--- src/rtl/logit_sequencer.sv ---
// logit_sequencer: time-multiplexes one XNOR-popcount datapath over all
// neurons of a binary fully-connected output layer and streams signed
// logits over a valid/ready handshake.
// Optional feature macro: LOGIT_ARGMAX_EN (running argmax drives class_idx).
module logit_sequencer #(
   parameter int IN_WIDTH = 256,
   parameter int CHUNK    = 32,
   parameter int NEURONS  = 10,
   localparam int CHUNKS  = IN_WIDTH / CHUNK,
   localparam int AW      = $clog2(NEURONS * CHUNKS),
   localparam int PW      = $clog2(IN_WIDTH + 1),
   localparam int LW      = PW + 2,
   localparam int IW      = $clog2(NEURONS)
) (
   input  logic                 clk,
   input  logic                 rst,
   input  logic                 start,
   input  logic [IN_WIDTH-1:0]  act_in,
   output logic                 busy,
   output logic                 w_en,
   output logic [AW-1:0]        w_addr,
   input  logic [CHUNK-1:0]     w_data,
   output logic                 out_valid,
   input  logic                 out_ready,
   output logic signed [LW-1:0] out_logit,
   output logic [IW-1:0]        out_idx,
   output logic                 done,
   output logic [IW-1:0]        class_idx
);

   localparam int CW  = (CHUNKS > 1) ? $clog2(CHUNKS) : 1;
   localparam int CPW = $clog2(CHUNK + 1);

   typedef enum logic [2:0] {S_IDLE, S_RUN, S_DRAIN, S_EMIT, S_FIN} state_t;

   state_t               state_reg, state_next;
   logic [IN_WIDTH-1:0]  act_reg;
   logic [CW-1:0]        chunk_reg;
   logic [CW-1:0]        rd_chunk_reg;
   logic                 rd_pend_reg;
   logic [PW-1:0]        acc_reg;
   logic [IW-1:0]        neuron_reg;
   logic [AW-1:0]        w_addr_reg;

   logic [CHUNK-1:0]     act_chunks [CHUNKS];
   logic [CHUNK-1:0]     act_chunk;
   logic [CHUNK-1:0]     match;
   logic [CPW-1:0]       pop;
   logic signed [LW-1:0] logit_val;
   logic                 last;
   logic                 accept;

   // Slice the latched activations so the chunk that pairs with the
   // returning ROM word can be picked by a plain array index.
   genvar gi;
   generate
      for (gi = 0; gi < CHUNKS; gi++) begin : g_chunk
         assign act_chunks[gi] = act_reg[gi*CHUNK +: CHUNK];
      end
   endgenerate

   assign last      = (neuron_reg == IW'(NEURONS - 1));
   assign accept    = (state_reg == S_EMIT) && out_ready;
   assign logit_val = $signed({1'b0, acc_reg, 1'b0}) - $signed(LW'(IN_WIDTH));

   assign busy      = (state_reg != S_IDLE);
   assign w_en      = (state_reg == S_RUN);
   assign w_addr    = w_addr_reg;
   assign out_valid = (state_reg == S_EMIT);
   assign out_logit = out_valid ? logit_val : '0;
   assign out_idx   = neuron_reg;
   assign done      = (state_reg == S_FIN);

   // XNOR-popcount of the activation chunk against the ROM word read last cycle
   always_comb begin
      act_chunk = act_chunks[rd_chunk_reg];
      match     = ~(act_chunk ^ w_data);
      pop       = '0;
      for (int i = 0; i < CHUNK; i++) begin
         pop = pop + CPW'(match[i]);
      end
   end

   // Next-state logic
   always_comb begin
      state_next = state_reg;
      case (state_reg)
         S_IDLE:  if (start) state_next = S_RUN;
         S_RUN:   if (chunk_reg == CW'(CHUNKS - 1)) state_next = S_DRAIN;
         S_DRAIN: state_next = S_EMIT;
         S_EMIT:  if (out_ready) state_next = last ? S_FIN : S_RUN;
         S_FIN:   state_next = S_IDLE;
         default: state_next = S_IDLE;
      endcase
   end

   // State register and datapath: address/chunk counters, accumulator
   always_ff @(posedge clk) begin
      if (rst) begin
         state_reg    <= S_IDLE;
         act_reg      <= '0;
         chunk_reg    <= '0;
         rd_chunk_reg <= '0;
         rd_pend_reg  <= 1'b0;
         acc_reg      <= '0;
         neuron_reg   <= '0;
         w_addr_reg   <= '0;
      end else begin
         state_reg    <= state_next;
         // ROM data returns one cycle after each read; remember which chunk it is
         rd_pend_reg  <= (state_reg == S_RUN);
         rd_chunk_reg <= chunk_reg;
         if (rd_pend_reg) begin
            acc_reg <= acc_reg + PW'(pop);
         end
         case (state_reg)
            S_IDLE: begin
               if (start) begin
                  act_reg    <= act_in;
                  w_addr_reg <= '0;
                  neuron_reg <= '0;
                  chunk_reg  <= '0;
                  acc_reg    <= '0;
               end
            end
            S_RUN: begin
               w_addr_reg <= w_addr_reg + AW'(1);
               chunk_reg  <= (chunk_reg == CW'(CHUNKS - 1)) ? '0 : chunk_reg + CW'(1);
            end
            S_EMIT: begin
               if (out_ready) begin
                  // clearing here means the next RUN starts from zero
                  acc_reg    <= '0;
                  neuron_reg <= last ? '0 : neuron_reg + IW'(1);
               end
            end
            S_FIN: begin
               w_addr_reg <= '0;
            end
            default: ;
         endcase
      end
   end

`ifdef LOGIT_ARGMAX_EN
   logic signed [LW-1:0] max_reg;
   logic [IW-1:0]        max_idx_reg;
   logic [IW-1:0]        class_reg;
   logic                 max_valid_reg;
   logic                 take;

   // strict greater-than keeps the lower index on ties
   assign take = !max_valid_reg || (logit_val > max_reg);

   // Running argmax over accepted logits; result registered on the last one
   always_ff @(posedge clk) begin
      if (rst) begin
         max_reg       <= '0;
         max_idx_reg   <= '0;
         class_reg     <= '0;
         max_valid_reg <= 1'b0;
      end else if (state_reg == S_IDLE && start) begin
         max_valid_reg <= 1'b0;
      end else if (accept) begin
         max_valid_reg <= 1'b1;
         if (take) begin
            max_reg     <= logit_val;
            max_idx_reg <= neuron_reg;
         end
         if (last) begin
            class_reg <= take ? neuron_reg : max_idx_reg;
         end
      end
   end

   assign class_idx = class_reg;
`else
   assign class_idx = '0;
`endif

endmodule

--- config.mk ---
export PLATFORM = sky130hd
export DESIGN_NAME = logit_sequencer
export DESIGN_NICKNAME = d
export VERILOG_FILES = /design/src/rtl/logit_sequencer.sv
export SDC_FILE = /design/constraint.sdc
export NUM_CORES = 1
export LEC_CHECK = 0
export ABC_AREA = 1
export ABC_CLOCK_PERIOD_IN_PS = 18500
export CAP_MARGIN = 15
export CORE_UTILIZATION = 40
export CTS_CLUSTER_DIAMETER = 100
export DETAILED_ROUTE_END_ITERATION = 10
export GPL_ROUTABILITY_DRIVEN = 0
export PLACE_DENSITY = 0.78
export SLEW_MARGIN = 20
export SYNTH_ARGS = -nofsm -noshare
export SYNTH_HDL_FRONTEND = slang
export SYNTH_SLANG_ARGS = --single-unit
export TNS_END_PERCENT = 30
--- constraint.sdc ---
create_clock -name clk -period 18.5 [get_ports clk]
set_input_delay 5.55 -clock clk [delete_from_list [all_inputs] [get_ports clk]]
set_output_delay 5.55 -clock clk [all_outputs]
set_load 0.05 [all_outputs]
# [Yosys cells after proc, flatten, opt, wreduce, memory -nomap -nowiden]
# Cells that the tools add are included.
# Widths: inputs -> output; s select.
[classes] addsub=36 magnitude_cmp=1 n_eq_ne=9 mux=22 bitwise_logic=3 n_reduce_logical=10
[op_table] operator="$add 6x1->6" count=26
[op_table] operator="$bmux 32 s3" count=1
[op_table] operator="$mux 32" count=2
[op_table] operator="$not 32->32" count=1
[op_table] operator="$xor 32x32->32" count=1
[op_table] operator="$mux 9" count=3
[op_table] operator="$pmux 7 s3" count=1
[op_table] operator="$mux 3" count=6
[op_table] operator="$pmux 9 s2" count=1
[op_table] operator="$mux 4" count=3
[op_table] operator="$pmux 3 s4" count=1
[op_table] operator="$mux 11" count=1
[op_table] operator="$sub 10x9->11 const B" count=1
[op_table] operator="$add 9x6->9" count=1
[op_table] operator="$pmux 4 s2" count=1
[op_table] operator="$add 7x1->7 const B" count=1
[op_table] operator="$mux 7" count=1
[op_table] operator="$add 5x1->6" count=1
[op_table] operator="$eq 3x2->1 const B" count=2
[op_table] operator="$eq 3x3->1 const B" count=2
[op_table] operator="$pmux 3 s2" count=1
[op_table] operator="$reduce_and 2->1" count=3
[op_table] operator="$reduce_and 3->1" count=2
[op_table] operator="$reduce_bool 3->1" count=2
[op_table] operator="other kinds (14)" count=16
[word_totals] ff_bits=286 inputBits=292 out_inout_bits=30 wordCells=89

# [Depth between registers and ports, before layout]
[depth] depth_word=41 ltp_mapped=29 ltp_nobuf=27

# [Least setup slack after synthesis]
# OpenSTA, ideal clock, no wires.
[synth_path] path_type="in2reg" start="in w_data[14]" end="reg acc_reg[6]" t_arrival_ns=10.183 required_time_ns=18.382 setup_slack_ns=8.199 cell_stages=19 n_path_buf=0 cell_sequence="nand3b_1 -> nand2_1 -> fa_1 -> inv_1 -> fa_1 -> inv_1 -> fa_1 -> fa_1 -> fa_1 -> inv_1 -> fa_1 -> fa_1 -> fa_1 -> nand3_1 -> nand2_1 -> nand2_1 -> a21oi_1 -> nor2_1 -> nor2_1"
[synth_via] elab_chain_cells=24 elab_cells_between_ends=25
[synth_rtl] element="start, declared" line_no="22" rtl="input logic [CHUNK-1:0] w_data,"
[synth_rtl] element="$xor 32x32->32 *" line_no="77" rtl="match = ~(act_chunk ^ w_data);"
[synth_rtl] element="$not 32->32 *" line_no="77"
[synth_rtl] element="$add 6x1->6 * (18 in a row)" line_no="80" rtl="pop = pop + CPW'(match[i]);"
[synth_rtl] element="$add 9x6->9 *" line_no="114" rtl="acc_reg <= acc_reg + PW'(pop);"
[synth_rtl] element="$mux 9 *" line_no="113" rtl="if (rd_pend_reg) begin"
[synth_rtl] element="$mux 9, on equally long branches" line_no="131, 118"
[synth_rtl] element="$pmux 9 s2 *" line_no="116" rtl="case (state_reg)"
[synth_rtl] element="end signal, assigned" line_no="114"
[synth_rtl] element="end, declared" line_no="41" rtl="logic [PW-1:0] acc_reg;"
# Every way passes the cells marked *; elsewhere a longest branch is shown, timed or not.
# A chain may end at the register's enable or synchronous reset.

# [Final worst setup path]
[layout_path] start="in w_data[6]" end="reg acc_reg[8]"
[layout_via] elab_chain_cells=32 elab_cells_between_ends=33
[layout_rtl] element="$xor 32x32->32 *" line_no="77"
[layout_rtl] element="$not 32->32 *" line_no="77"
[layout_rtl] element="$add 6x1->6 * (26 in a row)" line_no="80"
[layout_rtl] element="$add 9x6->9 *" line_no="114"
[layout_rtl] element="$mux 9 *" line_no="113"
[layout_rtl] element="$mux 9, on equally long branches" line_no="131, 118"
[layout_rtl] element="$pmux 9 s2 *" line_no="116"
# Marks and branches as above.

==> results.cfg <==
[clock_tree]
cts_made_buffers = 30
clock_tree.root_cell = sky130_fd_sc_hd__clkbuf_16
ctsHoldBuffers = 0
clk_latency_ps = 560
numClockSinks = 286
cts.repair_timing.setup_buffer_count = 0
clock_buffer_depth = 3
cts-resized-gates = 0
cts_tree = built
ctsHtreeMaxLevel = 1
clock_pin_transition_on_the_worst_setup_and_hold_timing_paths_ps = 60

[synthesis]
post_synth_main_area_contributors = sky130_fd_sc_hd__dfxtp_1, sky130_fd_sc_hd__o21ai_0, sky130_fd_sc_hd__nor2_1, sky130_fd_sc_hd__nand2_1, sky130_fd_sc_hd__a21oi_1
synthDistinctLibCells = 33
yosysWarnings = 0
ys_seq_elements = 286
synthesis.area_mm2 = 0.0140
share_of_the_synthesized_area_in_the_top_cell_type = 0.408
synth_top_area_cell = sky130_fd_sc_hd__dfxtp_1
synth.avg_cell_area_um2 = 7.11
ys_seq_area_frac = 0.408
netlist_instances = 1974

[drt]
route.detailed.drc = 0
highest_layer = met5
number_of_nets_with_antenna_violations_after_routing = 0
wl_met3_mm = 3.75
wl_mm = 48.3
routed-via-count = 14200
met1Wirelength_mm = 21.0
post_drt_wl_per_cell_um = 18.0
firstDrtPassIters = 6
wl_met2_mm = 21.6
avgViaCountPerCell = 5.28
initialDrtViolationCount = 1131

[worst_setup_path]
path_class = input port to register
rr_worst_depth = 23
timing.critical_path.cells = clkdlybuf4s50_1 -> inv_1 -> nand3_1 -> nand2_1 -> inv_1 -> fa_1 -> inv_1 -> fa_1 -> fa_1 -> fa_1 -> fa_1 -> inv_1 -> fa_1 -> fa_1 -> fa_1 -> nand2_1 -> nand2_1 -> nand3_1 -> nand2_1 -> nand2_1 -> nand2_1 -> a21oi_1
worstPathMaxFanout = 3
crit_family = adder cells
critical_path_buf_inv_count = 5
slowest_stage_cell_crit_path = sky130_fd_sc_hd__fa_1
critical_path_required_ps = 18990
timing.critical_path.to_type = register
cp_num_cells = 22
critPathLaunchType = input port
cp.arrival_ps = 10980
critPathMostFrequentCell = sky130_fd_sc_hd__fa_1
cp_slowest_stage_delay_ps = 580

[die]
floorplan.die.width_um = 189
starting_density_of_the_core = 0.406
die_area_mm2 = 0.0359
ios = 322
die_height_um = 189
standard_cell_row_count = 68
core_mm2 = 0.0345

[power]
static-leakage-power_nw = 7.51
power_per_unit_of_standard_cell_area_mw_per_mm2 = 132
totalPowerFinal_mw = 2.40
vdd_drop_max_mv = 0.205

[hold_path]
timing.hold.worst.class = register to register
timing.hold.worst_path_depth = 2

[sta]
report.final.hold_viol_count = 0
finalCritPeriodShare = 0.567
slew_at_the_pin_closest_to_its_max_slew_limit_ps = 992
final-max-slew-violation-count = 0
setup_viol_count_final = 0
max-slew-margin-rel = 0.339
hold_slack_ps = 450
final_period_minus_worst_setup_slack_ps = 10500
maximum_operating_frequency_ghz = 0.0953
grt_setup_unrepaired = no
clock_skew_ps = 13.8
final.setup.tns_ps = 0

[finish]
drive_gt1_frac = 0.0338
layout.core_utilization = 0.527
number_of_flip_flops_under_the_largest_register_name = 256
final_net_count = 2536
p_r_area_growth_vs_syn_pct = 29.6

[place]
port_buffers = 316
hpwl_mm = 35.0

[global_routing]
grt_start_max_net_pins = 202
first_global_vias = 13300
grt_remaining_overflow = 0
grt_antenna_before_repair = 7
grt_util_all_layers = 0.264
first_pass_grt_wire_length_mm = 73.3

[run_status]
outcome = complete, no violations

[flow_run]
maxCapViolCount = 0
-- worst reg2reg max path, delay by kind of cell (launching register included) --
family | cells | cell delay (ps)
AO/OA/AOI/OAI | 2 | 350
buffers and inverters | 3 | 890
AND/OR/NAND/NOR | 10 | 1210
adder cells (fa/ha/maj) | 8 | 4070
flip-flops | 1 | 930
-- layout by cell type (no fill, tap or decap), drive strengths merged --
master and count:
clkbuf 41, nand3b 14, clkdlybuf4s50 316, a21o 2
clkinv 11, o21a 1, or2 2, fa 26
dfxtp 286, buf 11, nor3 3, xnor2 1
o211ai 70, nor2 329, conb 5, diode 5
bufinv 2, o21ai 311, nand3 113, a22o 2
xor2 6, inv 206, nand2 266, a21oi 169
ha 21, nand4 5
-- power by group --
| part | switching, mW | internal (mW) |
|---|---|---|
| Clock | 0.258 | 0.357 |
| Combinational | 0.640 | 0.426 |
| Sequential | 0.0327 | 0.682 |
| Total | 0.931 | 1.46 |
-- through the flow --
step	setup slack [ps]	cell area [um2]	std cells
2_1_floorplan	8200	14100	1978
3_3_place_gp	7520	17200	2620
3_5_place_dp	7440	17200	2620
4_1_cts	8030	18200	2674
5_1_grt	7670	18200	2678
6_report	8000	18200	2679
-- final cells by class --
cell class                 instances  area, um2
clock buffer                      41        872
antenna                            5       12.5
inverter                         206        791
fill                            3271      16400
sequential                       286       5730
clock inverter                    13        134
timing repair buffer             327       3250
multi-input combinational       1346       6830
tap                              455        569
-- cells in the mapped netlist --
master                     number
sky130_fd_sc_hd__ha_1          21
sky130_fd_sc_hd__inv_4          1
sky130_fd_sc_hd__conb_1         1
sky130_fd_sc_hd__o21a_1         1
sky130_fd_sc_hd__or2_2          2
sky130_fd_sc_hd__nor2_4         1
sky130_fd_sc_hd__xnor2_1        1
sky130_fd_sc_hd__dfxtp_1      286
sky130_fd_sc_hd__o21ai_1       49
sky130_fd_sc_hd__clkbuf_1      67
sky130_fd_sc_hd__buf_1          5
sky130_fd_sc_hd__inv_1        203
sky130_fd_sc_hd__nor2_8         1
sky130_fd_sc_hd__o21ai_2        1
sky130_fd_sc_hd__fa_1          26
sky130_fd_sc_hd__nand3_1      112
sky130_fd_sc_hd__nand2_4        1
sky130_fd_sc_hd__buf_2         47
sky130_fd_sc_hd__buf_4          6
sky130_fd_sc_hd__o211ai_1      70
sky130_fd_sc_hd__nand2_1      265
sky130_fd_sc_hd__buf_6         15
sky130_fd_sc_hd__inv_2          2
sky130_fd_sc_hd__nand4_1        5
sky130_fd_sc_hd__nand3b_1      14
sky130_fd_sc_hd__a21o_1         2
sky130_fd_sc_hd__nor3_1         3
sky130_fd_sc_hd__nor2_1       327
sky130_fd_sc_hd__xor2_1         6
sky130_fd_sc_hd__a21oi_1      169
sky130_fd_sc_hd__a22o_1         2
sky130_fd_sc_hd__nand3_2        1
sky130_fd_sc_hd__o21ai_0      261
-- metal layers --
| metal | GRT usage | up-vias |
|---|---|---|
| met3 | 0.0415 | 94 |
| li1 | - | 6878 |
| met5 | 0 | - |
| met4 | 0.105 | 4 |
| met2 | 0.424 | 566 |
| met1 | 0.353 | 6612 |
-- final timing paths --
kind | startpoint | end | slack [ps]
setup / recovery | w_data[6] | acc_reg[8]$_SDFF_PP0_ | 8000
hold / removal | chunk_reg[1]$_SDFFE_PP0P_ | rd_chunk_reg[1]$_SDFF_PP0_ | 450
setup reg to reg | rd_chunk_reg[0]$_SDFF_PP0_ | acc_reg[8]$_SDFF_PP0_ | 10980
hold reg to reg | chunk_reg[1]$_SDFFE_PP0P_ | rd_chunk_reg[1]$_SDFF_PP0_ | 450
-- logic make-up (layout without fill, tap and decap cells) --
kind of cell / after synthesis / after routing / share of synthesized area
AOI/OAI and AO/OA: 555 / 555 / 0.212
other: 1 / 10 / 0.000267
and+or+nand+nor: 732 / 732 / 0.214
adders and majority gates: 47 / 47 / 0.0558
buffers and inverters: 346 / 587 / 0.106
DFF: 286 / 286 / 0.408
xor gates and xnor gates: 7 / 7 / 0.00437
Power figures use the tool's default switching activity.
==> edit (config.mk and constraints unchanged) <==
`CHUNK`: 32 -> 16.
--- a/src/rtl/logit_sequencer.sv
+++ b/src/rtl/logit_sequencer.sv
@@ -4,7 +4,7 @@
 // Optional feature macro: LOGIT_ARGMAX_EN (running argmax drives class_idx).
 module logit_sequencer #(
    parameter int IN_WIDTH = 256,
-   parameter int CHUNK    = 32,
+   parameter int CHUNK    = 16,
    parameter int NEURONS  = 10,
    localparam int CHUNKS  = IN_WIDTH / CHUNK,
    localparam int AW      = $clog2(NEURONS * CHUNKS),
Interface: changed (resized w_addr and w_data); port bits go from 322 to 307. No check against the original RTL was run, so the function may have changed too.
==> edit against the original RTL <==
- cell area fell by 1.9%
- sequential share of layout area is 0.92 points higher
- wire length shrank 7.7%
- synthesized area about the same
- sequential cell count increased by 3
- worst setup slack better by 1.2 ns
Power is not compared: it rests on default switching activity, and its combinational part moved more than twofold at a synthesized area within 25%.
==> edit: results <==
[synthesis]
muxShareOfSynthArea_pct = 0
ys_seq_area_share_pct = 41.2
synth_xor_area_share_pct = 0.312
synth_cell_types = 36
synthTopCellsByCount = nand2_1, inv_1, dfxtp_1, a21oi_1, nand3_1
synthTopCellsByArea = dfxtp_1, a21oi_1, nand3_1, nand2_1, inv_1
async_flop_share_pct = 0
synth_cells = 2011
synth-compound-area-share_pct = 19.8
synth-adder-area-share_pct = 2.87

[global_route]
grt_pass1_wl_um = 67700
grt_usage_pct = 23.9
grt-ovfl-total = 0
grt_pass1_vias = 12900
grt_max_degree = 197

[routing]
drt_iter0_drc = 895
vias = 13600
via_per_inst = 5.04
wl_um = 44600
drt-pass1-iter-count = 6

[cts]
clock_latency_ns = 0.58
cts_setup_buffers = 0
h-tree-depth = 1
postCtsResizedCells = 0
cts_inserted_buffers = 31
cts_max_path_buffers = 3

[power_and_ir_drop]
internal_power_mw = 1.23
leakagePower_nw = 7.58
ir_drop_uv = 66.7

[setup_path]
slowest_stage = fa_1
critPathArrivalTime_ns = 9.79
path_max_fanout = 4
slowest_delay_ns = 0.57

[placed_design]
port_buffers = 301
hpwlAfterDp_um = 31500
place_inst = 2636

[status]
status = completed

[sta]
max-slew-margin-rel_pct = 28.5
fin_worst_skew_ns = 0.0189

[finish]
largest_register_ffs = 256
num-nets-final = 2515
drive_gt1_share_pct = 3.35
-- edit: cell types whose count changed after synthesis, sizes merged, moves of 70 or more --
cell    before  now
nor2       329   42
nand3      113  262
inv        206  330
a21oi      169  277
nand2      266  353
o211ai      70    0
-- edit: area by class of cell --
cell class,instances,area (um2)
Antenna cell,5,12.5
Clock buffer,44,875
Clock inverter,13,134
Fill cell,3320,16700
Inverter,330,1250
Multi-Input combinational cell,1251,6140
Sequential cell,289,5790
Tap cell,455,569
Timing Repair Buffer,311,3090
-- edit: metal layers --
metal  global-route usage [%]  share of wire [%]  wire length [um]  vias up
li1                         -                  -                 -     6874
met4                     7.44                3.1              1370        4
met2                     39.2                 46             20500      455
met5                        0              0.052                23        -
met1                     31.2                 43             19000     6181
met3                     5.23                8.2              3670       78
-- edit: power groups by stage --
stage / clock network, mW / logic [mW] / registers [mW]
3_3_place_gp: 0 / 0.444 / 0.719
2_1_floorplan: 0 / 0.328 / 0.717
4_1_cts: 0.630 / 0.471 / 0.708
5_1_grt: 0.653 / 0.532 / 0.714
3_5_place_dp: 0 / 0.469 / 0.721
6_report: 0.620 / 0.471 / 0.708
-- edit: critical path: cells and delay by family --
| family | cells | cell delay (ns) |
|---|---|---|
| adder cells (fa/ha/maj) | 6 | 2.63 |
| buffers and inverters | 7 | 0.81 |
| AND/OR/NAND/NOR | 9 | 0.77 |
-- edit: per-stage QoR --
stage          power [mW]  hold slack (ns)  worst slack, ns  cell area, um2
2_1_floorplan        1.05            0.429             9.35           14100
3_3_place_gp         1.16            0.439             8.70           16800
3_5_place_dp         1.19            0.443             8.61           16800
4_1_cts              1.81            0.453             9.21           17800
5_1_grt              1.90            0.462             8.90           17800
6_report             1.80            0.451             9.18           17900
-- edit: final timing paths --
check	from	endpoint	slack [ns]	cells past startpoint
max	w_data[14]	acc_reg[6]	9.18	22
min	act_reg[8]	act_reg[8]	0.45	2
max reg2reg	rd_chunk_reg[0]	acc_reg[6]	11.97	26
min reg2reg	act_reg[8]	act_reg[8]	0.45	2
-- edit: cell families after synthesis --
kind of cell | Yosys count
flip-flops | 289
AO/OA/AOI/OAI | 551
AND/OR/NAND/NOR | 665
XOR/XNOR | 5
buffers and inverters | 475
adder cells (fa/ha/maj) | 25
other | 1
